<file path="src/rtl/exc_pkg.sv">
// Shared definitions for the exception frame stacker: FSM state encoding,
// frame geometry and the beat-to-register mapping of the basic frame.
package exc_pkg;

  typedef enum logic [2:0] {
    ST_IDLE = 3'd0,
    ST_PUSH = 3'd1,
    ST_POP  = 3'd2,
    ST_WB   = 3'd3,
    ST_ERR  = 3'd4
  } state_e;

  localparam int FRAME_WORDS    = 8;
  localparam int FRAME_BYTES    = 32;
  localparam int XPSR_ALIGN_BIT = 9;
  localparam int PAD_BYTES      = 4;

  localparam logic [2:0] XPSR_BEAT = 3'(FRAME_WORDS - 1);

  // Basic frame order: R0, R1, R2, R3, R12, LR, PC, then xPSR (no RF slot).
  function automatic logic [3:0] beat_reg(input logic [2:0] beat);
    logic [3:0] idx;
    case (beat)
      3'd0:    idx = 4'd0;
      3'd1:    idx = 4'd1;
      3'd2:    idx = 4'd2;
      3'd3:    idx = 4'd3;
      3'd4:    idx = 4'd12;
      3'd5:    idx = 4'd14;
      3'd6:    idx = 4'd15;
      default: idx = 4'd0;
    endcase
    return idx;
  endfunction

endpackage

</file>
<file path="src/rtl/exc_frame_stacker_frame_addr_gen.sv">
// Base/SP latch, beat counter and frame address arithmetic for the stacker.
// Optional 8-byte entry alignment padding is enabled by STACK_ALIGN8_EN.
module frame_addr_gen
  import exc_pkg::*;
#(
  parameter int AW = 32
) (
  input  logic          clk,
  input  logic          rst_n,
  input  logic          load,
  input  logic          load_entry,
  input  logic          use_psp,
  input  logic [AW-1:0] psp_in,
  input  logic [AW-1:0] msp_in,
  input  logic          adv,
  input  logic          pop_pad_ld,
  input  logic          pop_pad_d,
  output logic          sel,
  output logic [2:0]    beat,
  output logic [AW-1:0] beat_addr,
  output logic [AW-1:0] sp_new,
  output logic          req_misaligned,
  output logic          pad
);

  localparam logic [AW-1:0] FRAME_SZ = AW'(FRAME_BYTES);
  localparam logic [AW-1:0] PAD_SZ   = AW'(PAD_BYTES);

  logic [AW-1:0] req_base;
  logic [AW-1:0] base_q;
  logic [AW-1:0] frame;
  logic [AW-1:0] pad_sz;
  logic          entry_q;

  assign req_base       = use_psp ? psp_in : msp_in;
  assign req_misaligned = |req_base[1:0];

  always_ff @(posedge clk) begin
    if (!rst_n) begin
      sel     <= 1'b0;
      base_q  <= '0;
      entry_q <= 1'b0;
      beat    <= 3'd0;
    end else if (load) begin
      sel     <= use_psp;
      base_q  <= req_base;
      entry_q <= load_entry;
      beat    <= 3'd0;
    end else if (adv) begin
      beat    <= beat + 3'd1;
    end
  end

`ifdef STACK_ALIGN8_EN
  // On entry the pad flag is the base's word-odd bit; on return it is
  // overwritten by the popped xPSR alignment bit.
  always_ff @(posedge clk) begin
    if (!rst_n) begin
      pad <= 1'b0;
    end else if (load) begin
      pad <= load_entry & req_base[2];
    end else if (pop_pad_ld) begin
      pad <= pop_pad_d;
    end
  end
`else
  logic unused_pad_in;
  assign pad           = 1'b0;
  assign unused_pad_in = pop_pad_ld ^ pop_pad_d;
`endif

  assign pad_sz    = pad ? PAD_SZ : '0;
  assign frame     = entry_q ? (base_q - FRAME_SZ - pad_sz) : base_q;
  assign beat_addr = frame + {{(AW-5){1'b0}}, beat, 2'b00};
  assign sp_new    = entry_q ? frame : (base_q + FRAME_SZ + pad_sz);

endmodule

</file>
<file path="src/rtl/exc_frame_stacker.sv">
// Exception entry/return stacking engine: pushes or pops the 8-word basic
// frame and writes back the banked SP. STACK_ALIGN8_EN adds 8-byte alignment.
module exc_frame_stacker
  import exc_pkg::*;
#(
  parameter int AW = 32,
  parameter int DW = 32
) (
  input  logic          clk,
  input  logic          rst_n,
  input  logic          entry_req,
  input  logic          ret_req,
  input  logic          use_psp,
  input  logic [AW-1:0] psp_in,
  input  logic [AW-1:0] msp_in,
  output logic [3:0]    rf_idx,
  input  logic [DW-1:0] rf_rdata,
  input  logic [DW-1:0] xpsr_in,
  output logic          rf_we,
  output logic [3:0]    rf_widx,
  output logic [DW-1:0] rf_wdata,
  output logic          xpsr_we,
  output logic          mem_req,
  output logic          mem_we,
  output logic [AW-1:0] mem_addr,
  output logic [DW-1:0] mem_wdata,
  input  logic [DW-1:0] mem_rdata,
  input  logic          mem_ack,
  output logic          sp_we,
  output logic          sp_sel,
  output logic [AW-1:0] sp_out,
  output logic          busy,
  output logic          done,
  output logic          err
);

  state_e        state;
  logic          sel;
  logic          pad;
  logic          req_misaligned;
  logic          load;
  logic          in_xfer;
  logic          adv;
  logic          last_beat;
  logic          pop_ack;
  logic          pop_pad_ld;
  logic          pop_pad_d;
  logic [2:0]    beat;
  logic [AW-1:0] beat_addr;
  logic [AW-1:0] sp_new;
  logic [DW-1:0] push_xpsr;
  logic [DW-1:0] pop_data;

  assign load      = (state == ST_IDLE) && (entry_req || ret_req);
  assign in_xfer   = (state == ST_PUSH) || (state == ST_POP);
  assign adv       = in_xfer && mem_ack;
  assign last_beat = (beat == XPSR_BEAT);
  assign pop_ack   = (state == ST_POP) && mem_ack;

  frame_addr_gen #(.AW(AW)) u_addr (
    .clk            (clk),
    .rst_n          (rst_n),
    .load           (load),
    .load_entry     (entry_req),
    .use_psp        (use_psp),
    .psp_in         (psp_in),
    .msp_in         (msp_in),
    .adv            (adv),
    .pop_pad_ld     (pop_pad_ld),
    .pop_pad_d      (pop_pad_d),
    .sel            (sel),
    .beat           (beat),
    .beat_addr      (beat_addr),
    .sp_new         (sp_new),
    .req_misaligned (req_misaligned),
    .pad            (pad)
  );

  // Control FSM; done/err/sp_we/busy are registered alongside the state.
  always_ff @(posedge clk) begin
    if (!rst_n) begin
      state <= ST_IDLE;
      busy  <= 1'b0;
      done  <= 1'b0;
      err   <= 1'b0;
      sp_we <= 1'b0;
    end else begin
      case (state)
        ST_IDLE: begin
          if (entry_req || ret_req) begin
            busy <= 1'b1;
            if (req_misaligned) begin
              state <= ST_ERR;
              done  <= 1'b1;
              err   <= 1'b1;
            end else if (entry_req) begin
              state <= ST_PUSH;
            end else begin
              state <= ST_POP;
            end
          end
        end
        ST_PUSH, ST_POP: begin
          if (mem_ack && last_beat) begin
            state <= ST_WB;
            done  <= 1'b1;
            sp_we <= 1'b1;
          end
        end
        default: begin
          state <= ST_IDLE;
          busy  <= 1'b0;
          done  <= 1'b0;
          err   <= 1'b0;
          sp_we <= 1'b0;
        end
      endcase
    end
  end

`ifdef STACK_ALIGN8_EN
  always_comb begin
    push_xpsr                 = xpsr_in;
    push_xpsr[XPSR_ALIGN_BIT] = pad;
    pop_data                  = mem_rdata;
    if (last_beat) begin
      pop_data[XPSR_ALIGN_BIT] = 1'b0;
    end
  end
  assign pop_pad_ld = pop_ack && last_beat;
  assign pop_pad_d  = mem_rdata[XPSR_ALIGN_BIT];
`else
  logic unused_pad;
  assign unused_pad = pad;
  assign push_xpsr  = xpsr_in;
  assign pop_data   = mem_rdata;
  assign pop_pad_ld = 1'b0;
  assign pop_pad_d  = 1'b0;
`endif

  // Memory port: held stable by the FSM until the ack of each beat.
  assign mem_req   = in_xfer;
  assign mem_we    = (state == ST_PUSH);
  assign mem_addr  = in_xfer ? beat_addr : '0;
  assign mem_wdata = (state == ST_PUSH) ? (last_beat ? push_xpsr : rf_rdata) : '0;

  assign rf_idx    = (state == ST_PUSH) ? beat_reg(beat) : 4'd0;
  assign rf_we     = pop_ack && !last_beat;
  assign xpsr_we   = pop_ack && last_beat;
  assign rf_widx   = (state == ST_POP) ? beat_reg(beat) : 4'd0;
  assign rf_wdata  = pop_ack ? pop_data : '0;

  assign sp_sel    = sel;
  assign sp_out    = sp_we ? sp_new : '0;

endmodule

</file>
<file path="config.mk">
export PLATFORM = sky130hd
export DESIGN_NAME = exc_frame_stacker
export DESIGN_NICKNAME = d
export VERILOG_FILES = /design/src/rtl/exc_pkg.sv /design/src/rtl/exc_frame_stacker_frame_addr_gen.sv /design/src/rtl/exc_frame_stacker.sv
export SDC_FILE = /design/constraint.sdc
export NUM_CORES = 1
export LEC_CHECK = 0
export BUFFER_PORTS_ARGS = -buffer_cell sky130_fd_sc_hd__buf_4
export CAP_MARGIN = 20
export CORE_AREA = 2 2 121 123
export CTS_BUF_LIST = sky130_fd_sc_hd__clkbuf_4 sky130_fd_sc_hd__clkbuf_8 sky130_fd_sc_hd__clkbuf_16
export DETAILED_ROUTE_END_ITERATION = 7
export DIE_AREA = 0 0 123 125
export PLACE_DENSITY = 0.84
export SLEW_MARGIN = 5
export SYNTH_ARGS = -nofsm -noshare
export SYNTH_HDL_FRONTEND = slang
export SYNTH_SLANG_ARGS = --single-unit
</file>
<file path="constraint.sdc">
create_clock -name clk -period 3.5 [get_ports clk]
set_input_delay 0.525 -clock clk [delete_from_list [all_inputs] [get_ports clk]]
set_output_delay 0.525 -clock clk [all_outputs]
set_load 0.05 [all_outputs]
</file>
* Yosys cells after proc, flatten, opt, wreduce, memory -nomap -nowiden
Cells that the tools add are included.
Cells by class: divide/modulo/power cells 0, $lt $le $gt $ge 0, bitwise logic cells 3, $mul 0, muxes and demuxes 24, add/subtract/negate cells 4, eq/ne operators 12, shift-type cells 0, reductions and logical operators 18
Operators by type and width (number):
- $mux W32 | 8
- $add A32 B5 Y32 | 1
- $add A32 B6 Y32 const B | 1
- $sub A32 B6 Y32 const B | 1
- $pmux W4 S6 | 1
- $eq A3 B3 Y1 const B | 4
- $eq A3 B2 Y1 const B | 3
- $mux W3 | 3
- $mux W4 | 2
- $pmux W1 S2 | 4
- $eq A3 B1 Y1 const B | 2
- $logic_and A1 B1 Y1 | 6
- $pmux W3 S2 | 1
- $reduce_and A2 Y1 | 3
- $reduce_and A3 Y1 | 2
- $reduce_or A2 Y1 | 3
- $mux W1 | 4
- $ne A2 B2 Y1 const B | 2
- $add A3 B1 Y3 const B | 1
- $logic_not A3 Y1 | 1
- $not A1 Y1 | 3
- $logic_or A1 B1 Y1 | 2
- $mux W2 | 1
- $ne A2 B1 Y1 const B | 1
- $logic_not A1 Y1 | 1
Word-level totals: bits in read-only memories 0, RAM bits 0, bits of input ports 166, output and inout bits 145, bits in latches 0, flip-flop bits (word level) 44, memories 0, word-level logic and storage cells 70

* Longest topological paths before layout
Gate-level depths: netlist of run 1.
depth in word-level cells 5, gate-level depth with buffers 12, gate-level depth less buffers 10

* Cells and area by module
Synthesis of run 1 repeated with hierarchy kept, for this count alone.
Unflattened totals: cells, all modules 759, area, all modules 5546.6 sq um
By module, submodules not included:
- frame_addr_gen | sequential area each 740.7 sq um, times used 1, area each 3823.7 sq um, cells each 485
- exc_frame_stacker | sequential area each 140.1 sq um, times used 1, area each 1722.9 sq um, cells each 274

* Least setup slack after synthesis of run 1
OpenSTA, ideal clock, no wires.
path type flip-flop to output port, start point register u_addr.base_q[8], end point output mem_addr[28], path buffers 3, data required time 2975 ps, arrival 3403 ps, stages on the path, launching flop included 12, setup slack -428 ps, cell sequence dfxtp_1 > buf_6 > or4_4 > buf_6 > or4_1 > buf_2 > a211oi_1 > o21ai_1 > nor4_2 > nand4_1 > a21o_1 > a21oi_1
On the way: cells in the longest elaborated chain, start to end 4
Ends and longest elaborated chain:
- from (decl) | line exc_frame_stacker_frame_addr_gen.sv:30 | logic [AW-1:0] base_q;
- from (signal assigned) | line exc_frame_stacker_frame_addr_gen.sv:46 | base_q <= req_base;
- $sub A32 B6 Y32 | line exc_frame_stacker_frame_addr_gen.sv:73 | assign frame = entry_q ? (base_q - FRAME_SZ - pad_sz) : base_q;
- $mux W32 (*) | line exc_frame_stacker_frame_addr_gen.sv:73
- $add A32 B5 Y32 (*) | line exc_frame_stacker_frame_addr_gen.sv:74 | assign beat_addr = frame + {{(AW-5){1'b0}}, beat, 2'b00};
- $mux W32 (*) | line exc_frame_stacker.sv:144 | assign mem_addr = in_xfer ? beat_addr : '0;
- to (decl) | line exc_frame_stacker.sv:25 | output logic [AW-1:0] mem_addr,
Every way passes the cells marked *; elsewhere a longest branch is shown, timed or not.

* Final worst setup path of run 1
start point register u_addr.base_q[10], end point output mem_addr[25]
Same word-level chain as after synthesis.

==> flow_summary.toml, run 1 <==
[drt]
drt_wl_total_um = 23500
routed_via_density = 5.43
drt-pass1-iter-count = 5
drtIter0Drc = 646
wl_per_cell_um = 18.7
drcViolationCount = 0
ant_nets = 0
dr_total_vias = 6812

[outcome]
outcome = "finished, violations left"
violations = "negative setup slack"

[sta]
fin_crit_sh_pct = 109
fin_crit_ns = 3.80
rsz0062_at_grt = "true"
tightest_slew_ns = 0.858
drv_slew = 0
relSlewSlack_pct = 42.7
setup_violations = 10
hold_viol = 0
fin_ws_ns = -0.303
finClkSkew_ns = 0.00948
fmax_mhz = 263
fin_setup_tns_ns = -2.10

[cts]
cts_num_sinks = 44
clk_pin_slew_ns = 0.07
worstSkewPairLatency_ns = 0.29
hold_buffers = 0
cts_root_buffer = "clkbuf_16"
cts_buffers = 5
clock_path_buffers = 2
cts_tree = "built"
cts_max_level = 2

[setup_path]
r2r_cells = 7
cp-end-kind = "output pin"
startpoint_type = "flip-flop"
crit_arrival_ns = 3.28
cp_max_fo = 4
critPathKind = "flip-flop to output pin"
worstPathRequired_ns = 2.97

[global_routing]
antenna_found_initial = 2
grt_usage_pct = 28.0
overflow = 0
grt_max_degree = 41
grt_pass1_wl_um = 33600
grt_pass1_vias = 6261

[synthesis]
yosysUniqueCellTypes = 65
ys_ff_latch = 44
async_flop_share_pct = 0
synth_common_cells = "nor2_1 (92), mux2i_1 (68), nand2_1 (63), clkbuf_1 (55)"
synth_edf_count = 0
syn_area_sq_mm = 0.00532
ys_seq_area_share_pct = 16.6
yosysMostFrequentCell = "nor2_1"
postSynthAreaPerCell_sq_um = 7.28
synth_area_leaders = "dfxtp_1 (17%), mux2i_1 (13%), o211a_1 (7.0%)"
synthFlopType = "dfxtp_1"
syn_inst = 730
yosysTopAreaCell = "dfxtp_1"
syn-num-nets = 910
yosys_warnings = 0
synth_top_area_share_pct = 16.6

[pwr]
power.net_switching_mw = 3.11
switching_share_pct = 54.4
clockPowerShare_pct = 9.8
p_seq_share_pct = 16.6
p_int_mw = 2.61
power-per-cell-area_mw_per_mm2 = 632
p_leak_nw = 4.57
comb_power_share_pct = 73.6
max-vdd-ir-drop_mv = 0.499

[floorplan]
dieHeight_um = 125
initial_core_util_pct = 37.4
die-width_um = 123
dieArea_sq_mm = 0.0154
core_area_sq_mm = 0.0142
pin_count = 311
rows = 44

[placed_design]
routabilityCongestion = 0.928
portBuffers = 310
dp_hpwl_um = 18300

[job]
cap_violations = 0

[cells_and_area]
drive_gt1_share_pct = 46.4
syn_to_final_growth_pct = 70.3
final_nets = 1247
n_fill_cell = 1190
largest_reg_flops = 32
fin_util_pct = 63.7

[worst_hold_path]
hold_path.class = "flip-flop to flip-flop"
min_path_cells = 2
==> final cells by class <==
type,count,area (sq um),share of cell area [%]
clock buffer,5,125,1.38
clock inverter,3,46.3,0.512
sequential,44,888,9.82
antenna,2,5.00,0.0553
timing repair buffer,398,3090,34.2
tap,184,230,2.54
inverter,14,52.6,0.581
multi-input combinational,604,4610,50.9
==> logic make-up (layout without fill, tap and decap cells) <==
kind of cell | Yosys count | count (layout) | share of synthesized area, %
DFF | 44 | 44 | 16.6
xor gates and xnor gates | 64 | 64 | 10.5
buffers and inverters | 82 | 420 | 6.47
other | 0 | 2 | 0
AOI/OAI and AO/OA | 117 | 117 | 16.5
muxes | 68 | 68 | 12.8
adders and majority gates | 14 | 14 | 3.44
and+or+nand+nor | 341 | 341 | 33.7
==> worst paths after layout <==
path	start	end	slack, ns
setup / recovery	u_addr.base_q[10]	mem_addr[25]	-0.30
hold reg to reg	done	done	0.49
hold / removal	done	done	0.49
setup reg to reg	state[0]	state[1]	1.16
==> timing repair <==
action                     4_1_cts  5_1_grt
setup buffers                    6        7
setup endpoints to repair       15       25
hold endpoints to repair         0        0
pin swaps                       20       19
resized for setup               44       60
==> layer usage <==
metal / vias to the layer above / part of all wire (%) / wire length, um / global-route usage [%]
li1: 3249 / - / - / -
met2: 365 / 48 / 11300 / 46.8
met4: 0 / 2.8 / 669 / 7.82
met5: - / 0 / 0 / 0
met3: 53 / 8.6 / 2020 / 4.93
met1: 3145 / 40 / 9470 / 36.7
==> through the flow <==
stage / setup WS (ns) / power [mW] / area, sq um / hold slack, ns / instances
6_report: -0.303 / 5.72 / 9050 / 0.489 / 1254
5_1_grt: -0.396 / 6.02 / 9050 / 0.539 / 1253
4_1_cts: -0.262 / 5.48 / 8670 / 0.496 / 1245
3_5_place_dp: -0.0952 / 4.79 / 8280 / 0.477 / 1233
3_3_place_gp: -0.0420 / 4.73 / 8280 / 0.460 / 1233
2_1_floorplan: -0.131 / 3.47 / 5400 / 0.478 / 730
==> placed cells by master, fill, tap and decap left out, types with 4 or more instances in the layout <==
master	Yosys	final
o21ai_0	18	16
buf_6	2	19
nor4_2	1	4
nor2b_1	8	7
xnor2_2	0	5
inv_1	13	12
nor3_2	0	5
nor2_1	92	73
nand4_1	6	6
xnor2_1	39	32
ha_1	13	11
nor3_1	17	12
nor4_4	1	4
nor3b_1	5	4
o21a_1	4	4
nor2_4	0	9
dfxtp_1	44	40
a21boi_0	4	4
a31oi_1	5	5
mux2i_1	68	67
nand2b_1	5	4
xor2_1	25	20
and2_1	28	27
or3_1	14	13
a21oi_1	24	20
nand2_1	63	61
o211a_1	37	37
nand3_1	22	19
and3_1	44	44
or4_4	2	6
buf_4	4	375
nor2_2	0	10
nor4_1	10	4
clkbuf_16	0	5
==> power groups by stage <==
stage               logic, mW  registers (mW)  clock network (mW)
floorplan                2.64           0.826                   0
global placement         3.84           0.892                   0
detailed placement       3.89           0.901                   0
CTS                      4.02           0.895               0.566
global route             4.47           0.968               0.586
finish                   4.22           0.949               0.560
==> critical path, cell delays in order, from the launching register on <==
cell and delay (ns):
dfxtp_2 0.34, or4_4 0.56, buf_6 0.15, nor4_4 0.18, xnor2_1 0.14, or4_4 0.46, nor4bb_4 0.29, buf_6 0.17
mux2i_2 0.27, xor2_2 0.21, nor2_4 0.05, buf_6 0.15
Note: power is estimated with default switching activity, not from simulation.
==> run 2: changes to the inputs <==
PLACE_DENSITY = unset   (was 0.84)
PLACE_DENSITY_LB_ADDON = 0.1   (was unset)
==> flow_summary.toml, run 2 (same netlist as run 1, synthesis figures left out) <==
[outcome]
outcome = "finished, violations left"
violations = "negative setup slack"

[cts]
hold_buffers = 0
cts_num_sinks = 44
worstSkewPairLatency_ns = 0.29
cts_buffers = 5
clk_pin_slew_ns = 0.07
clock_path_buffers = 2
cts_tree = "built"
cts_root_buffer = "clkbuf_16"
cts_max_level = 2

[cells_and_area]
largest_reg_flops = 32
drive_gt1_share_pct = 47.8
layout_commonest_cell = "buf_4"
fin_util_pct = 64.5
syn_to_final_growth_pct = 72.2
final_nets = 1268
layout_common_cells = "buf_4 (398), nor2_1 (76), mux2i_1 (68), nand2_1 (61), and3_1 (44)"

[global_routing]
grt_max_degree = 44
antenna_found_initial = 6
grt_usage_pct = 28.8
grt_pass1_wl_um = 34300
grt_pass1_vias = 6297
overflow = 0

[setup_path]
path_cells = "or4_4, or4_4, and4_4, or2_4, nor4bb_4, buf_4, buf_4, buf_4, buf_6, xor2_4, nor2_4, buf_8"
r2r-start = "state[0]"
worstPathRequired_ns = 2.97
crit_start = "u_addr.base_q[10]"
timing.critical_path.mode_cell = "buf_4"
critPathTopFamily = "simple AND/OR/NAND/NOR gates"
critPathSlowestCell = "or4_4"
r2r_cells = 8
r2r-end = "state[1]"
crit_cells = 12
startpoint_type = "flip-flop"
cp-end-kind = "output pin"
r2r_setup_slack_ns = 0.97
critPathCapture = "mem_addr[23]"
critPathKind = "flip-flop to output pin"
cpPeakStageDelay_ns = 0.60
worst-path-buf-inv = 5
crit_arrival_ns = 3.31
cp_max_fo = 6

[floorplan]
pin_count = 311
dieHeight_um = 125
core_area_sq_mm = 0.0142
initial_core_util_pct = 37.4
dieArea_sq_mm = 0.0154
die-width_um = 123
rows = 44

[sta]
fin_crit_ns = 3.83
rsz0062_at_grt = "true"
tightest_slew_ns = 0.620
relSlewSlack_pct = 58.7
drv_slew = 0
finClkSkew_ns = 0.0103
whs_ns = 0.491
fin_crit_sh_pct = 109
fmax_mhz = 261
setup_violations = 10
fin_ws_ns = -0.331
hold_viol = 0

[placed_design]
routabilityCongestion = 0.903
dp_hpwl_um = 18400
place_ws_ns = -0.0929
portBuffers = 310

[job]
cap_violations = 0

[drt]
drcViolationCount = 0
dr_total_vias = 6760
ant_nets = 0
routed_via_density = 5.29
wl_per_cell_um = 18.3
drt-pass1-iter-count = 6
drtIter0Drc = 424
drt_wl_total_um = 23400

[pwr]
p_leak_nw = 4.63
power-per-cell-area_mw_per_mm2 = 630
max-vdd-ir-drop_mv = 0.376

[worst_hold_path]
hold_path.class = "flip-flop to flip-flop"
## run 2: cell count changes in the layout (fill, tap and decap cells not counted), sizes merged
cell    previous run  this run
buf              398       419
bufinv             1         0
diode              2         4
inv               14        15
## run 2: worst reg2reg max path: cells and delay by family, from the launching register on
family                 cells  cell delay [ns]
buffers and inverters      2             0.68
AO/OA/AOI/OAI              3             0.92
flip-flops                 1             0.38
AND/OR/NAND/NOR            3             0.43
## run 2: per-stage QoR
stage	std cells	power (mW)	area [sq um]	TNS [ns]
floorplan	730	3.47	5400	-0.231
global placement	1241	4.82	8320	-0.103
detailed placement	1241	4.83	8320	-0.190
CTS	1262	5.53	8830	-1.36
global route	1276	6.11	9150	-3.55
finish	1277	5.76	9160	-1.97
## run 2: layer usage
| layer | wire (um) | global-route usage (%) | share of wire [%] | vias up |
|---|---|---|---|---|
| met2 | 11100 | 47.3 | 47 | 273 |
| met5 | 19 | 0 | 0.081 | - |
| li1 | - | - | - | 3298 |
| met4 | 615 | 9.69 | 2.6 | 4 |
| met3 | 1940 | 7.80 | 8.3 | 37 |
| met1 | 9760 | 36.1 | 42 | 3148 |
## run 2: final cells by class
class	count	area [sq um]
tap	184	230
timing repair buffer	419	3240
inverter	14	55.1
antenna	4	10.0
sequential	44	903
clock inverter	3	25.0
fill	1321	5050
multi-input combinational	604	4560
clock buffer	5	125
## run 2: where the power goes
| part | total, mW | leakage, nW | internal, mW | switching (mW) |
|---|---|---|---|---|
| Combinational | 4.33 | 4.19 | 1.69 | 2.64 |
| Clock | 0.493 | 0.0708 | 0.270 | 0.223 |
| Sequential | 0.945 | 0.369 | 0.686 | 0.259 |
## run 2: timing repair
item / in CTS / in global routing
setup endpoints to repair: 18 / 25
resized for setup: 55 / 55
buffers inserted: 13 / 13
pin swaps: 19 / 22
## run 2: worst min-delay path by stage
stage / from / to / cells past startpoint
3_5_place_dp: done / done / 2
2_1_floorplan: u_addr.base_q[0] / u_addr.base_q[0] / 1
6_report: done / done / 2
5_1_grt: u_addr.beat[1] / u_addr.beat[1] / 2
3_3_place_gp: busy / busy / 2
4_1_cts: done / done / 2
